--- src/rtl/uart_stream_ctrl.sv ---
// rtl/uart_stream_ctrl.sv - AXI4-Lite master that configures a 16550 UART and moves stream bytes through it
// Polls LSR and arbitrates TX/RX work round-robin; every output is registered.
module uart_stream_ctrl #(
  parameter logic [15:0] DIVISOR = 16'd27,
  parameter logic [7:0]  LCR_VAL = 8'h03
) (
  input  logic        clk,
  input  logic        rst_n,
  input  logic        cfg_start,
  output logic        cfg_done,
  output logic        err,
  input  logic [7:0]  tx_data,
  input  logic        tx_valid,
  output logic        tx_ready,
  output logic [7:0]  rx_data,
  output logic        rx_valid,
  input  logic        rx_ready,
  output logic [3:0]  m_axi_awaddr,
  output logic        m_axi_awvalid,
  input  logic        m_axi_awready,
  output logic [31:0] m_axi_wdata,
  output logic [3:0]  m_axi_wstrb,
  output logic        m_axi_wvalid,
  input  logic        m_axi_wready,
  input  logic [1:0]  m_axi_bresp,
  input  logic        m_axi_bvalid,
  output logic        m_axi_bready,
  output logic [3:0]  m_axi_araddr,
  output logic        m_axi_arvalid,
  input  logic        m_axi_arready,
  input  logic [31:0] m_axi_rdata,
  input  logic [1:0]  m_axi_rresp,
  input  logic        m_axi_rvalid,
  output logic        m_axi_rready
);

  typedef enum logic [3:0] {
    S_IDLE, S_CFG_ISS, S_CFG_WAIT, S_CFG_GAP, S_POLL_ISS, S_POLL_WAIT,
    S_DECIDE, S_RDRX_ISS, S_RDRX_WAIT, S_WRTX_ISS, S_WRTX_WAIT
  } state_t;

  state_t      state, state_nxt;
  logic [1:0]  cfg_idx, cfg_idx_nxt;
  logic [7:0]  lsr, lsr_nxt;
  logic        last_rx, last_rx_nxt;
  logic        awvalid_nxt, wvalid_nxt, bready_nxt, arvalid_nxt, rready_nxt;
  logic [3:0]  awaddr_nxt, araddr_nxt, wstrb_nxt;
  logic [31:0] wdata_nxt;
  logic        tx_ready_nxt, rx_valid_nxt, cfg_done_nxt, err_nxt;
  logic [7:0]  rx_data_nxt;
  logic [3:0]  cfg_addr;
  logic [7:0]  cfg_byte;
  logic        b_done, r_done, rx_elig, tx_elig, pick_rx, pick_tx;
  logic [23:0] unused_rdata_hi;

  assign unused_rdata_hi = m_axi_rdata[31:8];
  assign b_done  = m_axi_bvalid && m_axi_bready;
  assign r_done  = m_axi_rvalid && m_axi_rready;
  assign rx_elig = lsr[0] && !rx_valid;
  assign tx_elig = lsr[5] && tx_valid;
  // On a tie, last_rx decides: the side served last time yields.
  assign pick_rx = rx_elig && (!tx_elig || !last_rx);
  assign pick_tx = tx_elig && !pick_rx;

  always_comb begin
    cfg_addr = 4'd3;
    cfg_byte = LCR_VAL | 8'h80;
    case (cfg_idx)
      2'd1:    begin cfg_addr = 4'd0; cfg_byte = DIVISOR[7:0];      end
      2'd2:    begin cfg_addr = 4'd1; cfg_byte = DIVISOR[15:8];     end
      2'd3:    begin cfg_addr = 4'd3; cfg_byte = LCR_VAL & 8'h7F;   end
      default: ;
    endcase
  end

  always_ff @(posedge clk or negedge rst_n) begin
    if (!rst_n) state <= S_IDLE;
    else        state <= state_nxt;
  end

  always_comb begin
    state_nxt = state;
    case (state)
      S_IDLE:      if (cfg_start) state_nxt = S_CFG_ISS;
      S_CFG_ISS:   state_nxt = S_CFG_WAIT;
      S_CFG_WAIT:  if (b_done) state_nxt = (cfg_idx == 2'd3) ? S_POLL_ISS : S_CFG_GAP;
      S_CFG_GAP:   state_nxt = S_CFG_ISS;
      S_POLL_ISS:  state_nxt = S_POLL_WAIT;
      S_POLL_WAIT: if (r_done) state_nxt = S_DECIDE;
      S_DECIDE:    state_nxt = pick_rx ? S_RDRX_ISS : (pick_tx ? S_WRTX_ISS : S_POLL_ISS);
      S_RDRX_ISS:  state_nxt = S_RDRX_WAIT;
      S_RDRX_WAIT: if (r_done) state_nxt = S_POLL_ISS;
      S_WRTX_ISS:  state_nxt = S_WRTX_WAIT;
      S_WRTX_WAIT: if (b_done) state_nxt = S_POLL_ISS;
      default:     state_nxt = S_IDLE;
    endcase
  end

  always_comb begin
    awvalid_nxt  = m_axi_awvalid && !m_axi_awready;
    wvalid_nxt   = m_axi_wvalid && !m_axi_wready;
    bready_nxt   = m_axi_bready && !m_axi_bvalid;
    arvalid_nxt  = m_axi_arvalid && !m_axi_arready;
    rready_nxt   = m_axi_rready && !m_axi_rvalid;
    awaddr_nxt   = m_axi_awaddr;
    araddr_nxt   = m_axi_araddr;
    wdata_nxt    = m_axi_wdata;
    wstrb_nxt    = m_axi_wstrb;
    tx_ready_nxt = 1'b0;
    rx_data_nxt  = rx_data;
    rx_valid_nxt = rx_valid && !rx_ready;
    cfg_done_nxt = cfg_done;
    err_nxt      = err || (b_done && m_axi_bresp != 2'b00) || (r_done && m_axi_rresp != 2'b00);
    cfg_idx_nxt  = cfg_idx;
    lsr_nxt      = lsr;
    last_rx_nxt  = last_rx;
    case (state)
      S_CFG_ISS, S_WRTX_ISS: begin
        awvalid_nxt = 1'b1;
        wvalid_nxt  = 1'b1;
        bready_nxt  = 1'b1;
        wstrb_nxt   = 4'b0001;
        awaddr_nxt  = (state == S_CFG_ISS) ? cfg_addr : 4'd0;
        wdata_nxt   = {24'h0, (state == S_CFG_ISS) ? cfg_byte : tx_data};
      end
      S_CFG_WAIT: if (b_done) begin
        cfg_idx_nxt = cfg_idx + 2'd1;
        if (cfg_idx == 2'd3) cfg_done_nxt = 1'b1;
      end
      S_POLL_ISS, S_RDRX_ISS: begin
        arvalid_nxt = 1'b1;
        rready_nxt  = 1'b1;
        araddr_nxt  = (state == S_POLL_ISS) ? 4'd5 : 4'd0;
      end
      S_POLL_WAIT: if (r_done) lsr_nxt = m_axi_rdata[7:0];
      S_DECIDE: begin
        if (pick_rx) last_rx_nxt = 1'b1;
        if (pick_tx) begin
          last_rx_nxt  = 1'b0;
          tx_ready_nxt = 1'b1;
        end
      end
      S_RDRX_WAIT: if (r_done) begin
        rx_data_nxt  = m_axi_rdata[7:0];
        rx_valid_nxt = 1'b1;
      end
      default: ;
    endcase
  end

  always_ff @(posedge clk or negedge rst_n) begin
    if (!rst_n) begin
      m_axi_awvalid <= 1'b0;
      m_axi_wvalid  <= 1'b0;
      m_axi_bready  <= 1'b0;
      m_axi_arvalid <= 1'b0;
      m_axi_rready  <= 1'b0;
      m_axi_awaddr  <= 4'd0;
      m_axi_araddr  <= 4'd0;
      m_axi_wdata   <= 32'd0;
      m_axi_wstrb   <= 4'd0;
      tx_ready      <= 1'b0;
      rx_data       <= 8'd0;
      rx_valid      <= 1'b0;
      cfg_done      <= 1'b0;
      err           <= 1'b0;
      cfg_idx       <= 2'd0;
      lsr           <= 8'd0;
      last_rx       <= 1'b0;
    end else begin
      m_axi_awvalid <= awvalid_nxt;
      m_axi_wvalid  <= wvalid_nxt;
      m_axi_bready  <= bready_nxt;
      m_axi_arvalid <= arvalid_nxt;
      m_axi_rready  <= rready_nxt;
      m_axi_awaddr  <= awaddr_nxt;
      m_axi_araddr  <= araddr_nxt;
      m_axi_wdata   <= wdata_nxt;
      m_axi_wstrb   <= wstrb_nxt;
      tx_ready      <= tx_ready_nxt;
      rx_data       <= rx_data_nxt;
      rx_valid      <= rx_valid_nxt;
      cfg_done      <= cfg_done_nxt;
      err           <= err_nxt;
      cfg_idx       <= cfg_idx_nxt;
      lsr           <= lsr_nxt;
      last_rx       <= last_rx_nxt;
    end
  end

endmodule
--- config.mk ---
export PLATFORM = sky130hd
export DESIGN_NAME = uart_stream_ctrl
export DESIGN_NICKNAME = d
export VERILOG_FILES = /design/src/rtl/uart_stream_ctrl.sv
export SDC_FILE = /design/constraint.sdc
export NUM_CORES = 1
export LEC_CHECK = 0
export CORE_ASPECT_RATIO = 0.8
export CORE_MARGIN = 3
export CORE_UTILIZATION = 38
export DETAILED_ROUTE_END_ITERATION = 10
export PLACE_DENSITY = 0.8
export SYNTH_ARGS = -nofsm -noshare
export SYNTH_HDL_FRONTEND = slang
export SYNTH_SLANG_ARGS = --single-unit
--- constraint.sdc ---
create_clock -name clk -period 2 [get_ports clk]
set_clock_uncertainty 0.05 [all_clocks]
set_input_delay 0.4 -clock clk [delete_from_list [all_inputs] [get_ports clk]]
set_output_delay 0.4 -clock clk [all_outputs]
set_load 0.02 [all_outputs]
==> metrics.cfg, run 1 <==
[global_route]
grt_pass1_wl_um = 6860
grt_max_degree = 39
grt_usage_pct = 14.0
grt_antenna_before_repair = 0
grt_pass1_vias = 1495
gr-total-overflow = 0

[pwr]
power.density_nw_per_um2 = 1460
power.total_mw = 3.88
leakagePower_nw = 1.20
max-vdd-ir-drop_v = 0.000669

[sta]
min_period_ns = 1.80
rsz0062_at_grt = no
period_share_pct = 89.9
max_freq_mhz = 556
finalHoldViolations = 0
tns_ns = 0
setup_viol_count_final = 0
fin_hold_ws_ns = 0.107
drv_slew = 0
setup_ws_ns = 0.202

[routing]
drtPass1Iterations = 4
routedWlPerCell_um = 13.1
drt_wl_total_um = 4200
postRouteAntennaNets = 0
avgViaCountPerCell = 4.64
vias = 1488
drt-initial-drc-count = 23
drc = 0

[clock_network]
cts_tree = built
cts_resized = 0
path_clk_slew_ns = 0.07
clock-root-buffer = clkbuf_8
clock_sinks = 38
clk_latency_ns = 0.29
clk_path_buf_depth = 2
cts_hold_buf = 0
cts_htree_levels = 2
post-cts-setup-buffers = 0
cts_buffers = 5

[synth]
synth_cell_types = 43
synth.cell_area_um2 = 2020
syn_inst = 195
ys.warnings.count = 0
synth-seq-area-share_pct = 47.0
ys_seq_elements = 38
syn_area_per_cell_um2 = 10.4

[die]
rows = 23
die_h_um = 71.2
die_area_um2 = 6240
initial_utilization_pct = 39.9
io_pins = 115
coreArea_um2 = 5060
die_width_um = 87.6

[layout]
design_area_um2 = 2650
layout_common_cells = clkdlybuf4s50_1 (58), dfrtp_1 (38), conb_1 (31)
drive_gt1_share_pct = 13.9
fin_nets = 316
layout_commonest_cell = clkdlybuf4s50_1
fillers = 465
fin_cells = 321
n_antenna_cell = 0
area_growth_pct = 31.1
final_core_util_pct = 52.3

[placement]
hpwl_um = 3150
place.gp.congestion = 0.799
io_buffers = 59
placed_cell_area_um2 = 2560
place_inst = 313
post-place-ws_ns = 0.101

[critical_path]
worstPathArrival_ns = 1.35
crit_family = buffers and inverters
worstSetupStartpointType = flip-flop
cp-end-kind = primary output
cp_max_fo = 4
worst_ep_required_time_ns = 1.55
cp_slowest_cell = clkdlybuf4s50_1
crit_type = flip-flop to primary output
slowest_delay_ns = 0.64
path_buf_inv = 1
crit_chain = clkdlybuf4s50_1

[run]
cap_viol_max_count = 0

[outcome]
status = finished, final reports clean

[worst_hold_path]
min_path_type = input pin to asynchronous set/reset pin

## where the power goes
part           total (mW)  internal (mW)  switching [mW]
Combinational        1.98          0.927            1.05
Sequential           1.36           1.09           0.270
Clock               0.548          0.277           0.271
## final cells by class
class                      count  area, um2  share of cell area, %
timing repair buffer          65        631                   23.8
multi-input combinational    138        860                   32.4
clock inverter                 2       12.5                  0.472
tap                           62       77.6                   2.93
inverter                      10       37.5                   1.42
clock buffer                   6       82.6                   3.11
sequential                    38        951                   35.9
## cell usage after synthesis, drive strengths merged
| library cell | instances | area, um2 |
|---|---|---|
| nor4b | 1 | 23.8 |
| o32ai | 1 | 8.76 |
| mux2 | 11 | 124 |
| conb | 1 | 3.75 |
| and2b | 1 | 8.76 |
| o22ai | 2 | 12.5 |
| or2 | 1 | 6.26 |
| nor2 | 9 | 36.3 |
| nor2b | 1 | 6.26 |
| xnor2 | 1 | 8.76 |
| a22o | 2 | 17.5 |
| nand3b | 1 | 7.51 |
| ha | 4 | 50.1 |
| o221ai | 1 | 8.76 |
| o31a | 1 | 8.76 |
| o31ai | 2 | 15.0 |
| a211oi | 1 | 7.51 |
| or4b | 1 | 10.0 |
| inv | 10 | 37.5 |
| o21ai | 14 | 70.1 |
| a21oi | 8 | 40.0 |
| o21bai | 2 | 15.0 |
| nand3 | 6 | 42.5 |
| a31oi | 2 | 12.5 |
| a32oi | 2 | 25.0 |
| nand2 | 20 | 75.1 |
| nor3 | 3 | 20.0 |
| dfrtp | 38 | 951 |
| nand2b | 4 | 32.5 |
| mux2i | 1 | 10.0 |
| o311ai | 1 | 16.3 |
| a21o | 3 | 23.8 |
| buf | 39 | 287 |
## metal layers
metal	wire, um	global-route usage [%]	vias to the layer above
li1	-	-	732
met1	1810	17.0	714
met2	2100	23.7	38
met3	236	3.68	4
met4	48	5.11	0
met5	0	0	-
## final timing paths
kind / startpoint / end / slack (ns) / cells after the start
setup / recovery: m_axi_rready / m_axi_rready / 0.20 / 1
hold / removal: rst_n / m_axi_wdata[5] / 0.11 / 2
setup reg to reg: state[2] / lsr[0] / 0.34 / 3
hold reg to reg: cfg_done / cfg_done / 0.41 / 1
max in group asynchronous: rst_n / state[0] / 1.45 / 2
min in group clk: cfg_done / cfg_done / 0.41 / 1
## sequential cells by signal, summed over array words and instances, names as in the netlist, 2 cells and up
| register | count |
|---|---|
| cfg_idx | 2 |
| lsr | 2 |
| m_axi_awaddr | 2 |
| m_axi_wdata | 8 |
| rx_data | 8 |
| state | 4 |
## logic make-up after synthesis
logic type	synth area share, %
other	0.185
multiplexers	6.62
XOR/XNOR	0.433
AND/OR/NAND/NOR	13.3
buffers and inverters	16.0
AO/OA/AOI/OAI	13.9
flip-flops	47.0
adder cells (fa/ha/maj)	2.48
Note: power is estimated with default switching activity, not from simulation.
==> run 2, diff against run 1 <==
- CELL_PAD_IN_SITES_DETAIL_PLACEMENT: default -> 0
- CELL_PAD_IN_SITES_GLOBAL_PLACEMENT: default -> 1
- CORE_UTILIZATION: 38 -> 28
- PLACE_DENSITY: 0.8 -> default
- PLACE_DENSITY_LB_ADDON: default -> 0.1
==> run 2 against run 1 <==
  * Non-clock buffer count is 4 higher
  * Cell area rose by 2.1%
  * Maximum frequency about the same
  * Worst hold slack worse by 0.084 ns
  * Clock power shrank 9.7%
  * Global-route usage decreased by 2.7 points
  * Critical path depth is the same
  * Critical endpoint unchanged
==> metrics.cfg, run 2 (same netlist as run 1, synthesis figures left out) <==
[pwr]
max-vdd-ir-drop_v = 0.000411  ; -39%
power.density_nw_per_um2 = 1440  ; -1.6%
leakagePower_nw = 1.22  ; +1.4%

[die]
rows = 27  ; +17%
coreArea_um2 = 6960  ; +37%
die_width_um = 101  ; +15%
io_pins = 115  ; unchanged
die_h_um = 82.0  ; +15%
die_area_um2 = 8280  ; +33%
initial_utilization_pct = 29.1  ; -11 points

[global_route]
grt_antenna_before_repair = 0  ; unchanged
grt_pass1_vias = 1398  ; -6.5%
grt_max_degree = 24  ; -38%
grt_usage_pct = 11.2  ; -2.7 points
gr-total-overflow = 0  ; unchanged
grt_pass1_wl_um = 7120  ; +3.8%

[sta]
finalHoldViolations = 0  ; unchanged
tns_ns = 0  ; unchanged
tightestPinTransition_ns = 0.511
max_freq_mhz = 557  ; about the same
period_share_pct = 89.8  ; about the same
rsz0062_at_grt = no
drv_slew = 0  ; unchanged
slew_headroom_pct = 66.0
setup_viol_count_final = 0  ; unchanged
min_period_ns = 1.80  ; -0.00133 ns

[critical_path]
cp-end-kind = primary output
crit_type = flip-flop to primary output
crit_chain = clkdlybuf4s50_1
worst_ep_required_time_ns = 1.55  ; about the same
cp_max_fo = 4  ; unchanged
worstPathArrival_ns = 1.35  ; about the same
cp_slowest_cell = clkdlybuf4s50_1
crit_family = buffers and inverters
worstSetupStartpointType = flip-flop
path_buf_inv = 1  ; unchanged
slowest_delay_ns = 0.63  ; about the same

[routing]
postRouteAntennaNets = 0  ; unchanged
routedWlPerCell_um = 12.5  ; -4.4%
drt-initial-drc-count = 61  ; +170%
drt_wl_total_um = 4370  ; +3.9%
avgViaCountPerCell = 4.25  ; -8.3%
drtPass1Iterations = 4  ; unchanged
vias = 1483  ; -0.34%
drc = 0  ; unchanged

[layout]
top_regs = m_axi_wdata: 8 flops, rx_data: 8 flops, state: 4 flops
n_antenna_cell = 0  ; unchanged
layout_commonest_cell = clkdlybuf4s50_1
fin_nets = 320  ; +1.3%
area_growth_pct = 33.8
drive_gt1_share_pct = 14.1  ; +0.22 points
fillers = 708  ; +52%
fin_cells = 349  ; +8.7%
layout_common_cells = clkdlybuf4s50_1 (58), dfrtp_1 (38), conb_1 (31)

[clock_network]
cts_tree = built
clock_sinks = 38  ; unchanged
cts_hold_buf = 0  ; unchanged
cts_resized = 0  ; unchanged
clk_path_buf_depth = 2  ; unchanged
clock-root-buffer = clkbuf_8
cts_buffers = 5  ; unchanged
cts_htree_levels = 2  ; unchanged
path_clk_slew_ns = 0.07  ; about the same
clk_latency_ns = 0.29  ; about the same
post-cts-setup-buffers = 0  ; unchanged

[placement]
io_buffers = 59  ; unchanged
place_inst = 342  ; +9.3%
place.gp.congestion = 0.743  ; -6.9%
hpwl_um = 3400  ; +7.9%

[run]
cap_viol_max_count = 0  ; unchanged

[outcome]
status = finished, final reports clean

[worst_hold_path]
min_path_type = input pin to asynchronous set/reset pin

run 2: per-layer routing:
layer	vias to the layer above	share of wire, %	track usage, %
li1	736	-	-
met1	686	47	15.6
met2	54	43	16.4
met3	7	7.4	2.97
met4	0	2.1	4.78
met5	-	0	0
run 2: path summary, 6_finish.rpt:
| path | start | end | slack [ns] | cells after the start |
|---|---|---|---|---|
| worst max register to register | state[0] | rx_data[5] | 0.35 | 3 |
| max in group asynchronous | rst_n | state[0] | 1.27 | 2 |
| worst min register to register | m_axi_wdata[5] | m_axi_wdata[5] | 0.42 | 2 |
| min in group clk | m_axi_wdata[5] | m_axi_wdata[5] | 0.42 | 2 |
| worst min-delay path | rst_n | m_axi_wvalid | 0.02 | 1 |
| worst max-delay path | m_axi_rready | m_axi_rready | 0.20 | 1 |
run 2: final cells by class:
type / count / area [um2] / area share [%]
sequential: 38 / 951 / 35.1
multi-input combinational: 138 / 860 / 31.8
timing repair buffer: 69 / 673 / 24.9
tap: 87 / 109 / 4.02
clock buffer: 7 / 76.3 / 2.82
inverter: 10 / 37.5 / 1.39
run 2: where the power goes:
| group | total (mW) | switching (mW) | internal [mW] |
|---|---|---|---|
| clock network | 0.495 | 0.255 | 0.240 |
| logic | 2.04 | 1.07 | 0.976 |
| registers | 1.36 | 0.272 | 1.09 |
| total | 3.90 | 1.59 | 2.30 |
run 2: metrics by stage:
stage | power (mW) | instance area (um2) | util [%] | setup WS [ns] | hold slack [ns]
3_5_place_dp | 3.45 | 2630 | 37.8 | 0.105 | 0.367
2_1_floorplan | 2.67 | 2130 | - | 0.484 | 0.0544
6_report | 3.90 | 2710 | 38.9 | 0.203 | 0.0228
3_3_place_gp | 3.45 | 2630 | 37.8 | 0.122 | 0.365
4_1_cts | 3.96 | 2710 | 38.9 | 0.178 | 0.0502
5_1_grt | 4.24 | 2710 | 38.9 | 0.122 | 0.0541
==> run 3, diff against run 2 <==
- CORE_MARGIN: 3 -> default
==> run 3 against run 2 <==
  * Sequential share of layout area up 0.26 points
  * First-iteration DRC count down 18%
  * Critical path depth did not move
  * Clock power increased by 9.9%
  * Cell area shrank 0.74%
  * Final cell count fell by 0.57%
  * Register-to-register slack worse by 0.06 ns
  * Combinational power shrank 3%
  * Sequential cell count unchanged
==> metrics.cfg, run 3 (same netlist as run 1, synthesis figures left out) <==
[layout]
fillers = 693  ; -2.1%
layout_common_cells = clkdlybuf4s50_1 (58), dfrtp_1 (38), conb_1 (31)
drive_gt1_share_pct = 13.8  ; -0.28 points
fin_cells = 347  ; -0.57%
fin_nets = 317  ; -0.94%
area_growth_pct = 32.9
layout_commonest_cell = clkdlybuf4s50_1
ff_latch_area_um2 = 951  ; unchanged
design_area_um2 = 2690  ; -0.74%
final_core_util_pct = 38.8  ; -0.099 points
multi_input_area_um2 = 860  ; unchanged
n_antenna_cell = 0  ; unchanged
top_regs = m_axi_wdata: 8 flops, rx_data: 8 flops, state: 4 flops

[worst_hold_path]
min_path_type = input pin to asynchronous set/reset pin

[clock_network]
clock-root-buffer = clkbuf_8
cts_tree = built
cts_resized = 0  ; unchanged
cts_htree_levels = 2  ; unchanged
post-cts-setup-buffers = 0  ; unchanged
cts_buffers = 5  ; unchanged
cts_hold_buf = 0  ; unchanged
clk_latency_ns = 0.28  ; about the same
clk_path_buf_depth = 2  ; unchanged
clock_sinks = 38  ; unchanged
path_clk_slew_ns = 0.07  ; about the same

[placement]
io_buffers = 59  ; unchanged
place.gp.congestion = 0.709  ; -4.6%
place_inst = 339  ; -0.88%
post-place-ws_ns = 0.0764  ; -0.0285 ns
hpwl_um = 3010  ; -11%
placed_cell_area_um2 = 2590  ; -1.3%

[critical_path]
crit_type = flip-flop to primary output
worstSetupStartpointType = flip-flop
cp_slowest_cell = clkdlybuf4s50_1
cp-end-kind = primary output
cp_max_fo = 4  ; unchanged
path_buf_inv = 1  ; unchanged
cp.depth = 1  ; unchanged
rr_worst_depth = 3  ; unchanged
slowest_delay_ns = 0.63  ; about the same
crit_family = buffers and inverters
worst_ep_required_time_ns = 1.55  ; about the same
crit_chain = clkdlybuf4s50_1
worstPathArrival_ns = 1.35  ; about the same

[pwr]
power.density_nw_per_um2 = 1440  ; +0.27%
leakagePower_nw = 1.21  ; -0.86%
power.total_mw = 3.88  ; -0.47%
max-vdd-ir-drop_v = 0.000355  ; -14%

[routing]
routedWlPerCell_um = 11.9  ; -5.3%
drt_wl_total_um = 4110  ; -5.8%
drc = 0  ; unchanged
vias = 1488  ; +0.34%
avgViaCountPerCell = 4.29  ; +0.92%
drtPass1Iterations = 4  ; unchanged
drt-initial-drc-count = 50  ; -18%
postRouteAntennaNets = 0  ; unchanged

[outcome]
status = finished, final reports clean

[die]
die_h_um = 78.0  ; -4.9%
die_width_um = 97.0  ; -4.0%
rows = 27  ; unchanged
initial_utilization_pct = 29.2  ; +0.14 points
coreArea_um2 = 6930  ; -0.49%
die_area_um2 = 7570  ; -8.6%
io_pins = 115  ; unchanged

[sta]
min_period_ns = 1.80  ; +0.00656 ns
tns_ns = 0  ; unchanged
fin_hold_ws_ns = 0.108  ; +0.0853 ns
finalHoldViolations = 0  ; unchanged
setup_ws_ns = 0.197  ; -0.00657 ns
max_freq_mhz = 554  ; -0.36%
setup_viol_count_final = 0  ; unchanged
period_share_pct = 90.2  ; +0.33 points
rsz0062_at_grt = no
drv_slew = 0  ; unchanged

[global_route]
gr-total-overflow = 0  ; unchanged
grt_pass1_wl_um = 6640  ; -6.8%
grt_max_degree = 39  ; +63%
grt_antenna_before_repair = 0  ; unchanged
grt_usage_pct = 11.1  ; -0.13 points
grt_pass1_vias = 1337  ; -4.4%

[run]
cap_viol_max_count = 0  ; unchanged

run 3: cell count changes in the layout (fill, tap and decap cells not counted):
cell      change
clkbuf_8      +1
buf_4         -2
clkbuf_1      -1
clkinv_2      +1
buf_12        -1
run 3: area by class of cell:
cell class,instances,share of cell area [%]
Clock buffer,7,3.21
Clock inverter,1,0.186
Inverter,10,1.40
Multi-Input combinational cell,138,32.0
Sequential cell,38,35.4
Tap cell,87,4.05
Timing Repair Buffer,66,23.8
run 3: layer usage:
| layer | vias up | wire (um) | track usage (%) |
|---|---|---|---|
| li1 | 729 | - | - |
| met1 | 698 | 2050 | 15.7 |
| met2 | 56 | 1800 | 16.1 |
| met3 | 5 | 215 | 2.97 |
| met4 | 0 | 44 | 4.03 |
| met5 | - | 0 | 0 |
run 3: final timing paths:
| path | from | end | slack (ns) |
|---|---|---|---|
| max in group asynchronous | rst_n | m_axi_bready | 1.45 |
| setup reg to reg | state[2] | lsr[5] | 0.29 |
| setup / recovery | m_axi_rready | m_axi_rready | 0.20 |
| hold reg to reg | cfg_done | cfg_done | 0.42 |
| hold / removal | rst_n | rx_data[5] | 0.11 |
| min in group clk | cfg_done | cfg_done | 0.42 |
run 3: power by group:
part	internal, mW	switching (mW)
clock	0.278	0.266
combinational	0.935	1.05
sequential	1.09	0.267
total	2.30	1.58
